File: src/rtl/instr_fetch_unit.sv
// Fetch stage: owns the PC, reads the instruction memory and buffers
// {pc, instr} pairs for decode behind a valid/ready handshake.
module instr_fetch_unit #(
  parameter logic [31:0] RESET_PC   = 32'h0,
  parameter int          ADDR_W     = 7,
  parameter int          FIFO_DEPTH = 2
) (
  input  logic              clk,
  input  logic              reset,
  input  logic              fetch_en,
  output logic [ADDR_W-1:0] mem_addr,
  input  logic [31:0]       mem_data,
  input  logic              redirect_valid,
  input  logic [31:0]       redirect_pc,
  output logic              if_valid,
  output logic [31:0]       if_instr,
  output logic [31:0]       if_pc,
  input  logic              id_ready
);

  localparam int PW = $clog2(FIFO_DEPTH);
  localparam logic [PW:0] DEPTH = FIFO_DEPTH[PW:0];

  logic [31:0] pc;
  logic [31:0] pc_q    [FIFO_DEPTH];
  logic [31:0] instr_q [FIFO_DEPTH];
  logic [PW-1:0] head;
  logic [PW-1:0] tail;
  logic [PW:0]   count;
  logic head_valid;
  logic pop;
  logic push;

  assign mem_addr   = pc[ADDR_W+1:2];
  assign head_valid = (count != '0);
  assign if_valid   = head_valid & ~redirect_valid;
  assign if_instr   = head_valid ? instr_q[head] : 32'h0;
  assign if_pc      = head_valid ? pc_q[head] : 32'h0;

  assign pop  = if_valid & id_ready;
  assign push = fetch_en & ~redirect_valid
              & ((count < DEPTH) | pop);

  always_ff @(posedge clk or posedge reset) begin
    if (reset) begin
      pc    <= RESET_PC;
      head  <= '0;
      tail  <= '0;
      count <= '0;
    end else if (redirect_valid) begin
      // redirect flushes everything and beats push/pop
      pc    <= {redirect_pc[31:2], 2'b00};
      head  <= '0;
      tail  <= '0;
      count <= '0;
    end else begin
      if (push) begin
        pc   <= pc + 32'd4;
        tail <= tail + 1'b1;
      end
      if (pop) head <= head + 1'b1;
      unique case ({push, pop})
        2'b10:   count <= count + 1'b1;
        2'b01:   count <= count - 1'b1;
        default: count <= count;
      endcase
    end
  end

  always_ff @(posedge clk or posedge reset) begin
    if (reset) begin
      for (int i = 0; i < FIFO_DEPTH; i++) begin
        pc_q[i]    <= 32'h0;
        instr_q[i] <= 32'h0;
      end
    end else if (push) begin
      pc_q[tail]    <= pc;
      instr_q[tail] <= mem_data;
    end
  end

endmodule

File: config.mk
export PLATFORM = sky130hd
export DESIGN_NAME = instr_fetch_unit
export DESIGN_NICKNAME = d
export VERILOG_FILES = /design/src/rtl/instr_fetch_unit.sv
export SDC_FILE = /design/constraint.sdc
export NUM_CORES = 1
export LEC_CHECK = 0
export CORE_AREA = 2 2 142 144
export CTS_BUF_LIST = sky130_fd_sc_hd__clkbuf_8
export CTS_CLUSTER_DIAMETER = 150
export CTS_CLUSTER_SIZE = 24
export DETAILED_ROUTE_END_ITERATION = 8
export DIE_AREA = 0 0 144 146
export GPL_ROUTABILITY_DRIVEN = 0
export SLEW_MARGIN = 20
export SYNTH_ARGS = -nofsm -noshare
export SYNTH_HDL_FRONTEND = slang
export SYNTH_SLANG_ARGS = --single-unit
File: constraint.sdc
create_clock -name clk -period 6.2 [get_ports clk]
set_input_delay 1.24 -clock clk [delete_from_list [all_inputs] [get_ports clk]]
set_output_delay 1.24 -clock clk [all_outputs]
set_load 0.02 [all_outputs]
# Word level (Yosys, flattened, before mapping)

Cells that the tools add are included.

Bits in registers: 164
Bits in latches: 0
Memory bits (writable): 0
Bits in read-only memories: 0
Word-level logic and storage cells: 52
Memories: 0

Add/subtract/negate cells: 5
$mul: 0
Div/mod/pow operators: 0
Order comparisons: 4
Eq/ne operators: 2
Shifts and indexed selects: 0
Multiplexer cells: 20
Bitwise logic cells: 8
Reductions and logical operators: 5

Operators with widths:

| cell                    | count |
|---|---|
| $mux W32                | 11 |
| $bwmux W64              | 2 |
| $add A32 B3 Y32 const B | 1 |
| $demux W32 S1           | 1 |
| $reduce_bool A2 Y1      | 3 |
| $and A1 B1 Y1           | 4 |
| $ge A2 B2 Y1 const B    | 2 |
| $mux W1                 | 4 |
| $not A1 Y2              | 2 |
| $pmux W2 S2             | 1 |
| $reduce_bool A3 Y1      | 1 |
| $add A1 B1 Y1 const B   | 2 |
| $add A2 B1 Y2 const B   | 1 |
| $eq A2 B1 Y1 const B    | 1 |
| $eq A2 B2 Y1 const B    | 1 |
| $lt A2 B1 Y1 const B    | 1 |
| $lt A2 B2 Y1 const B    | 1 |
| $mux W2                 | 1 |
| $sub A2 B1 Y2 const B   | 1 |
| $logic_and A1 B1 Y1     | 1 |
| $not A1 Y1              | 1 |
| $or A1 B1 Y1            | 1 |

# Depth between registers and ports, before layout

Gate-level depths: netlist of the first run.

Depth in word-level cells: 8
Gate-level depth with buffers: 6

# Worst setup path before layout of the first run

OpenSTA, ideal clock, no wires.

Kind: input port to output port
Start: input port redirect_valid
End: output port if_valid
Data arrival time: 1.963 ns
Data required time: 4.960 ns
Path slack: 2.997 ns
Cell stages on the path: 3
Path buffers: 2
Cell sequence: clkbuf_1 clkbuf_1 nor2_1

Word-level cells in the longest chain between the ends: 2

RTL lines:

| element            | line | source |
|---|---|---|
| start: declaration | 13   | `input logic redirect_valid,` |
| $not A1 Y1         | 36   | `assign if_valid = head_valid & ~redirect_valid;` |
| $and A1 B1 Y1      | 36   |  |
| end: declaration   | 15   | `output logic if_valid,` |

No other way between the ends.

# Worst setup path in the final report of the first run

Start: register head
End: output port if_instr[13]

Word-level cells in the longest chain between the ends: 5

RTL lines:

| element                                      | line | source |
|---|---|---|
| start: declaration                           | 27   | `logic [PW-1:0] head;` |
| start signal: assignment                     | 61   | `if (pop) head <= head + 1'b1;` |
| $not A1 Y2 (not written as such)             | 37   | `assign if_instr = head_valid ? instr_q[head] : 32'h0;` |
| $mux W32 (not written as such) (3 in series) | 37   |  |
| $mux W32                                     | 37   |  |
| end: declaration                             | 16   | `output logic [31:0] if_instr,` |

No other way between the ends. The select of a mux whose other input is x is not followed.

==> results of run 1 <==
## state kept, by name, summed over array words and instances (netlist names)
| register | cells |
|---|---|
| pc | 30 |
| count | 2 |
| tail | 1 |
| instr_q | 64 |
| pc_q | 60 |
| head | 1 |
## routing by layer
metal	global-route usage, %	vias to the layer above	wire [um]	share of wire [%]
li1	-	2586	-	-
met1	23.7	2740	8290	46
met2	29.6	148	8800	49
met3	3.59	18	783	4.3
met4	6.27	0	272	1.5
met5	0	-	0	0
## cell families after synthesis
family | Yosys count | share of synthesized area, %
AND/OR/NAND/NOR | 190 | 12.4
multiplexers | 187 | 26.4
flip-flops | 158 | 51.5
buffers and inverters | 60 | 3.60
AO/OA/AOI/OAI | 54 | 4.71
XOR/XNOR | 10 | 1.14
adder cells (fa/ha/maj) | 1 | 0.163
other | 1 | 0.0488
## critical path: stages (launching register included)
cell and delay, ns:
sky130_fd_sc_hd__dfrtp_4 0.83, sky130_fd_sc_hd__buf_4 0.61, sky130_fd_sc_hd__mux2i_1 0.15, sky130_fd_sc_hd__nor2_1 0.18, sky130_fd_sc_hd__clkdlybuf4s50_1 0.63
## layout make-up
class	instances	area share (%)
flip-flops and latches	158	41.3
multi-input cells	444	36.2
repair buffers	143	14.9
well taps	265	3.46
clock buffers	19	2.73
clock inverters	12	1.25
inverters	3	0.170
## final timing paths
path | start | end | slack (ns) | depth (start not counted)
max | head | if_instr[13] | 2.08 | 4
min | pc_q[48] | pc_q[48] | 0.49 | 1
max reg2reg | count[1] | instr_q[48] | 3.43 | 5
min reg2reg | pc_q[48] | pc_q[48] | 0.49 | 1
max in group asynchronous | reset | instr_q[13] | 3.51 | 3
min in group asynchronous | reset | instr_q[31] | 1.31 | 2
## per-stage QoR
step,util [%],total power [mW],hold slack [ns],worst slack [ns]
detailed placement,47.6,2.21,0.474,2.03
floorplan,-,1.92,0.455,0.697
CTS,49.5,2.96,0.493,1.99
global placement,47.6,2.17,0.466,2.09
global route,49.5,3.11,0.504,1.88
finish,49.5,2.92,0.490,2.08
## power breakdown
part / total, mW / switching (mW) / internal (mW)
clock network: 0.747 / 0.374 / 0.373
logic: 0.715 / 0.328 / 0.387
registers: 1.46 / 0.169 / 1.29
## cells in the final DEF, fill, tap and decap left out, types with 2 or more instances in the layout
| master | instances |
|---|---|
| sky130_fd_sc_hd__dfrtp_1 | 157 |
| sky130_fd_sc_hd__nor2b_1 | 2 |
| sky130_fd_sc_hd__bufinv_16 | 2 |
| sky130_fd_sc_hd__o21ai_1 | 2 |
| sky130_fd_sc_hd__or4_1 | 14 |
| sky130_fd_sc_hd__clkinv_2 | 4 |
| sky130_fd_sc_hd__clkinvlp_4 | 2 |
| sky130_fd_sc_hd__or3_1 | 4 |
| sky130_fd_sc_hd__xnor2_1 | 2 |
| sky130_fd_sc_hd__o311ai_0 | 2 |
| sky130_fd_sc_hd__nand2b_1 | 3 |
| sky130_fd_sc_hd__and4_1 | 6 |
| sky130_fd_sc_hd__conb_1 | 2 |
| sky130_fd_sc_hd__mux2_1 | 79 |
| sky130_fd_sc_hd__a21oi_1 | 2 |
| sky130_fd_sc_hd__nor2_1 | 82 |
| sky130_fd_sc_hd__buf_4 | 6 |
| sky130_fd_sc_hd__o21ai_0 | 11 |
| sky130_fd_sc_hd__mux2i_1 | 63 |
| sky130_fd_sc_hd__nand3_1 | 12 |
| sky130_fd_sc_hd__and2_1 | 3 |
| sky130_fd_sc_hd__or4b_1 | 3 |
| sky130_fd_sc_hd__nand4_1 | 15 |
| sky130_fd_sc_hd__and3_1 | 5 |
| sky130_fd_sc_hd__clkdlybuf4s50_1 | 136 |
| sky130_fd_sc_hd__o31a_1 | 2 |
| sky130_fd_sc_hd__nand2_1 | 28 |
| sky130_fd_sc_hd__xor2_1 | 8 |
| sky130_fd_sc_hd__nor3b_1 | 2 |
| sky130_fd_sc_hd__clkbuf_8 | 19 |
| sky130_fd_sc_hd__nor4_1 | 5 |
| sky130_fd_sc_hd__inv_6 | 2 |
| sky130_fd_sc_hd__mux2_2 | 45 |
| sky130_fd_sc_hd__o211ai_1 | 4 |
| sky130_fd_sc_hd__o31ai_1 | 10 |
| sky130_fd_sc_hd__inv_1 | 3 |
| sky130_fd_sc_hd__a31oi_1 | 14 |
==> impl_metrics.sql, run 1 <==
INSERT INTO impl_metrics (metric_group, metric, value, unit) VALUES
('clock_tree', 'clock_insertion_delay_at_the_later_pin_of_the_skew_report', '0.45', 'ns'),
('detailed_routing', 'dr_total_vias', '5492', ''),
('sta', 'setup_repair_after_global_routing_missed_its_margin', 'no', ''),
('clock_tree', 'post_cts_buffers', '0', ''),
('final_layout', 'antenna_fix_cells', '0', ''),
('die', 'die_x', '144', 'um'),
('clock_tree', 'htree_levels', '4', ''),
('clock_tree', 'tritoncts', 'built', ''),
('setup_path', 'cp-start-kind', 'register', ''),
('die', 'rows', '51', ''),
('final_layout', 'layout.area.seq', '3960', 'um^2'),
('global_route', 'grt_start_max_net_pins', '104', ''),
('die', 'start_util', '39.7', '%'),
('logic_synthesis', 'synth-warning-count', '0', ''),
('sta', 'timing.fmax', '242', 'MHz'),
('sta', 'slew_headroom', '28.2', '%'),
('clock_tree', 'post_cts_resize_count', '0', ''),
('final_layout', 'post-route-cell-area', '9580', 'um^2'),
('logic_synthesis', 'synth_top_area_share', '51.5', '%'),
('logic_synthesis', 'synthesis.instances', '661', ''),
('setup_path', 'critical_path.endpoint_type', 'primary output', ''),
('logic_synthesis', 'ys_ff_latch', '158', ''),
('final_layout', 'fill_cells', '1818', ''),
('clock_tree', 'cts_root_buffer', 'sky130_fd_sc_hd__clkbuf_8', ''),
('sta', 'timing.setup.tns', '0', 'ns'),
('detailed_routing', 'postRouteWirelength', '18100', 'um'),
('die', 'io_pins', '141', ''),
('sta', 'hold_violations', '0', ''),
('pwr', 'p_leak', '3.74', 'nW'),
('detailed_routing', 'avgRoutedWirePerCell', '17.4', 'um'),
('sta', 'final-setup-viol-count', '0', ''),
('outcome', 'run_status', 'completed', ''),
('clock_tree', 'cts_buffers', '17', ''),
('die', 'die_area', '21000', 'um^2'),
('logic_synthesis', 'yosys.cell_count.top_type', 'sky130_fd_sc_hd__dfrtp_1', ''),
('sta', 'max_slew_vio_count', '0', ''),
('final_layout', 'layout.nets', '837', ''),
('setup_path', 'critPathArrivalTime', '2.88', 'ns'),
('worst_hold_path', 'min_path_type', 'register to register', ''),
('setup_path', 'path_max_fanout', '33', ''),
('global_route', 'grt_pass1_wl', '29800', 'um'),
('pwr', 'ir_drop', '0.124', 'mV'),
('run', 'drv_cap', '0', ''),
('setup_path', 'crit_required', '4.96', 'ns'),
('placement', 'placed_area', '9200', 'um^2'),
('final_layout', 'syn2layout_area_growth', '24.8', '%'),
('final_layout', 'final_cells', '1044', ''),
('placement', 'place.port_buffers', '136', ''),
('clock_tree', 'clock_path_buffers', '2', ''),
('clock_tree', 'clkTransAtPathRegs', '0.09', 'ns'),
('detailed_routing', 'drtPass1Iterations', '6', ''),
('detailed_routing', 'ant_nets', '0', ''),
('global_route', 'grt_remaining_overflow', '0', ''),
('setup_path', 'crit_type', 'register to primary output', ''),
('logic_synthesis', 'synth_edf_count', '0', ''),
('logic_synthesis', 'synth_area_leaders', 'sky130_fd_sc_hd__dfrtp_1 51%, sky130_fd_sc_hd__mux2_1 12%, sky130_fd_sc_hd__mux2i_1 8.2%', ''),
('sta', 'fin_crit_sh', '66.5', '%'),
('placement', 'dp.final_hpwl', '12000', 'um'),
('global_route', 'first_global_vias', '5861', ''),
('final_layout', 'multi_input_area', '3460', 'um^2'),
('logic_synthesis', 'synth_cell_types', '49', ''),
('sta', 'final.setup_skew', '0.0156', 'ns'),
('detailed_routing', 'route.detailed.drc', '0', ''),
('global_route', 'globalRouteTotalUtil', '18.0', '%'),
('die', 'floorplan.die.height', '146', 'um'),
('logic_synthesis', 'synth_flop_cell', 'sky130_fd_sc_hd__dfrtp_1', ''),
('clock_tree', 'tritoncts_num_sinks', '158', ''),
('logic_synthesis', 'synth_seq_area_share', '51.5', '%'),
('placement', 'numPlacedInstances', '1013', ''),
('detailed_routing', 'detail_route.iter0.violations', '273', ''),
('die', 'coreArea', '19300', 'um^2'),
('sta', 'worst_margin_pin_slew', '1.07', 'ns'),
('logic_synthesis', 'ys_async_sr_fraction', '100', '%'),
('clock_tree', 'ctsHoldBuffers', '0', ''),
('logic_synthesis', 'most_numerous_cell_types_in_the_synthesized_netlist', '158 x sky130_fd_sc_hd__dfrtp_1, 83 x sky130_fd_sc_hd__nor2_1, 79 x sky130_fd_sc_hd__mux2_1', ''),
('global_route', 'grt_antenna_before_repair', '0', ''),
('logic_synthesis', 'syn-cell-area', '7680', 'um^2'),
('logic_synthesis', 'synth.largest_area_cell', 'sky130_fd_sc_hd__dfrtp_1', ''),
('sta', 'period_minus_slack', '4.12', 'ns'),
('final_layout', 'drive_gt1_share', '11.2', '%'),
('detailed_routing', 'via_per_inst', '5.26', ''),
('pwr', 'power_per_cell_area', '305', 'nW/um^2'),
('logic_synthesis', 'synthesis.area_per_instance', '11.6', 'um^2');
No activity file was read; power rests on OpenSTA's default activity.
==> run 2, diff against run 1 <==
Settings changed: PLACE_DENSITY set to 0.65.
Clock period 6.2 ns to 3.4 ns, I/O delays scaled along.
==> run 2 against run 1 <==
Against the previous run: die area stayed put; critical path depth is the same; total power up 85%; sequential cell count unchanged; critical endpoint is now if_instr[19]; final area is 1.6% higher; hold slack worse by 0.0018 ns; sequential power increased by 82%; non-clock buffer count grew 10; utilization is 0.78 points higher; wire length shrank 0.48%; clock skew fell by 0.0034 ns; worst setup slack got worse by 1.7 ns.
==> impl_metrics.sql, run 2 (synthesis gave the netlist of run 1 again) <==
INSERT INTO impl_metrics (metric_group, metric, value, unit) VALUES
('global_route', 'grt_pass1_wl', '28900', 'um'),
('final_layout', 'syn2layout_area_growth', '26.7', '%'),
('clock_tree', 'cts_buffers', '17', ''),
('final_layout', 'layout.nets', '847', ''),
('setup_path', 'cp_slowest_cell', 'sky130_fd_sc_hd__dfrtp_4', ''),
('sta', 'fin_crit_sh', '89.7', '%'),
('die', 'coreArea', '19300', 'um^2'),
('detailed_routing', 'avgRoutedWirePerCell', '17.1', 'um'),
('sta', 'worst_slack', '0.350', 'ns'),
('final_layout', 'drive_gt1_share', '12.7', '%'),
('sta', 'period_minus_slack', '3.05', 'ns'),
('setup_path', 'cp-start-kind', 'register', ''),
('global_route', 'first_global_vias', '5840', ''),
('sta', 'final-setup-viol-count', '0', ''),
('pwr', 'power_per_cell_area', '555', 'nW/um^2'),
('global_route', 'grt_antenna_before_repair', '0', ''),
('placement', 'dp.final_hpwl', '12300', 'um'),
('detailed_routing', 'dr_total_vias', '5477', ''),
('detailed_routing', 'detail_route.iter0.violations', '260', ''),
('detailed_routing', 'postRouteWirelength', '18100', 'um'),
('sta', 'final.setup_skew', '0.0122', 'ns'),
('final_layout', 'largest_register_ff_count', '64', ''),
('final_layout', 'largest-register', 'instr_q', ''),
('run', 'drv_cap', '0', ''),
('final_layout', 'layout_common_cells', '157 x sky130_fd_sc_hd__dfrtp_1, 136 x sky130_fd_sc_hd__clkdlybuf4s50_1, 82 x sky130_fd_sc_hd__nor2_1', ''),
('sta', 'timing.setup.tns', '0', 'ns'),
('worst_hold_path', 'min_path_type', 'register to register', ''),
('die', 'start_util', '39.7', '%'),
('sta', 'max_slew_vio_count', '0', ''),
('pwr', 'total_power', '5.40', 'mW'),
('placement', 'preCtsSetupSlack', '0.509', 'ns'),
('clock_tree', 'post_cts_resize_count', '0', ''),
('die', 'io_pins', '141', ''),
('setup_path', 'critPathArrivalTime', '2.37', 'ns'),
('global_route', 'globalRouteTotalUtil', '17.6', '%'),
('global_route', 'grt_start_max_net_pins', '96', ''),
('detailed_routing', 'drtPass1Iterations', '5', ''),
('setup_path', 'crit_type', 'register to primary output', ''),
('sta', 'timing.fmax', '328', 'MHz'),
('clock_tree', 'ctsHoldBuffers', '0', ''),
('clock_tree', 'post_cts_buffers', '0', ''),
('die', 'die_x', '144', 'um'),
('setup_path', 'path_cells', 'buf_12 -> mux2i_1 -> nor2_1 -> clkdlybuf4s50_1', ''),
('clock_tree', 'tritoncts_num_sinks', '158', ''),
('outcome', 'run_status', 'completed', ''),
('setup_path', 'crit_required', '2.72', 'ns'),
('clock_tree', 'clkTransAtPathRegs', '0.08', 'ns'),
('sta', 'setup_repair_after_global_routing_missed_its_margin', 'no', ''),
('die', 'die_area', '21000', 'um^2'),
('detailed_routing', 'ant_nets', '0', ''),
('final_layout', 'top_regs', 'instr_q: 64 flops, pc_q: 60 flops, pc: 30 flops', ''),
('global_route', 'grt_remaining_overflow', '0', ''),
('placement', 'place.port_buffers', '136', ''),
('setup_path', 'max_stage_delay', '0.78', 'ns'),
('clock_tree', 'clock_insertion_delay_at_the_later_pin_of_the_skew_report', '0.44', 'ns'),
('final_layout', 'mostFrequentLayoutCell', 'sky130_fd_sc_hd__dfrtp_1', ''),
('clock_tree', 'clock_path_buffers', '2', ''),
('clock_tree', 'cts_root_buffer', 'sky130_fd_sc_hd__clkbuf_8', ''),
('detailed_routing', 'route.detailed.drc', '0', ''),
('sta', 'slew_headroom', '57.3', '%'),
('pwr', 'ir_drop', '0.236', 'mV'),
('detailed_routing', 'via_per_inst', '5.19', ''),
('die', 'floorplan.die.height', '146', 'um'),
('clock_tree', 'tritoncts', 'built', ''),
('clock_tree', 'htree_levels', '4', ''),
('final_layout', 'antenna_fix_cells', '0', ''),
('setup_path', 'path_max_fanout', '27', ''),
('sta', 'hold_violations', '0', ''),
('setup_path', 'critical_path.endpoint_type', 'primary output', ''),
('sta', 'worst_margin_pin_slew', '0.641', 'ns'),
('pwr', 'p_leak', '3.81', 'nW'),
('die', 'rows', '51', '');
==> run 2: cell count changes in the layout (fill, tap and decap cells not counted) <==
cell / previous run / this run
sky130_fd_sc_hd__clkinvlp_4: 2 / 3
sky130_fd_sc_hd__buf_4: 6 / 12
sky130_fd_sc_hd__clkinv_4: 1 / 3
sky130_fd_sc_hd__clkbuf_8: 19 / 20
sky130_fd_sc_hd__clkinv_2: 4 / 3
sky130_fd_sc_hd__buf_12: 1 / 5
sky130_fd_sc_hd__inv_1: 3 / 1
==> run 2: cell type report <==
class | instances | area (um^2)
Fill cell | 1729 | 9610
Sequential cell | 158 | 3960
Multi-Input combinational cell | 444 | 3460
Timing Repair Buffer | 153 | 1550
Tap cell | 265 | 332
Clock buffer | 20 | 275
Clock inverter | 12 | 134
Inverter | 3 | 15.0
==> run 2: layer usage <==
layer	part of all wire, %	wire length [um]	up-vias	GRT usage (%)
met5	0	0	-	0
met4	1.1	205	0	5.25
met2	49	8920	126	29.9
met1	45	8140	2732	22.3
met3	4.4	791	17	3.95
li1	-	-	2602	-
==> run 2: metrics by stage <==
step	util (%)	hold slack (ns)	instances	area [um^2]
after CTS	50.3	0.491	1055	9730
after global placement	48.2	0.467	1023	9320
after detailed placement	48.2	0.474	1023	9320
after floorplan	-	0.455	662	7680
after global routing	50.3	0.506	1055	9730
final	50.3	0.488	1055	9730
==> run 2: path summary, 6_finish.rpt <==
check                              start  depth (start not counted)  slack, ns           end
worst max-delay path                head                          4       0.35  if_instr[19]
worst max register to register     pc[4]                          4       1.21        pc[19]
worst min register to register  pc_q[45]                          1       0.49      pc_q[45]
min in group asynchronous          reset                          2       0.60          head
worst min-delay path            pc_q[45]                          1       0.49      pc_q[45]
max in group asynchronous          reset                          3       1.96   instr_q[29]
==> run 2: power by group <==
group / total (mW) / internal (mW) / switching, mW / leakage [nW]
Clock: 1.42 / 0.715 / 0.702 / 0.206
Combinational: 1.32 / 0.723 / 0.596 / 1.74
Sequential: 2.66 / 2.36 / 0.307 / 1.87
Total: 5.40 / 3.79 / 1.61 / 3.81
==> run 2: worst max-delay path, delay by kind of cell, from the launching register on <==
family,cells,cell delay (ns)
AND/OR/NAND/NOR,1,0.06
multiplexers,1,0.24
flip-flops,1,0.78
buffers and inverters,2,0.81
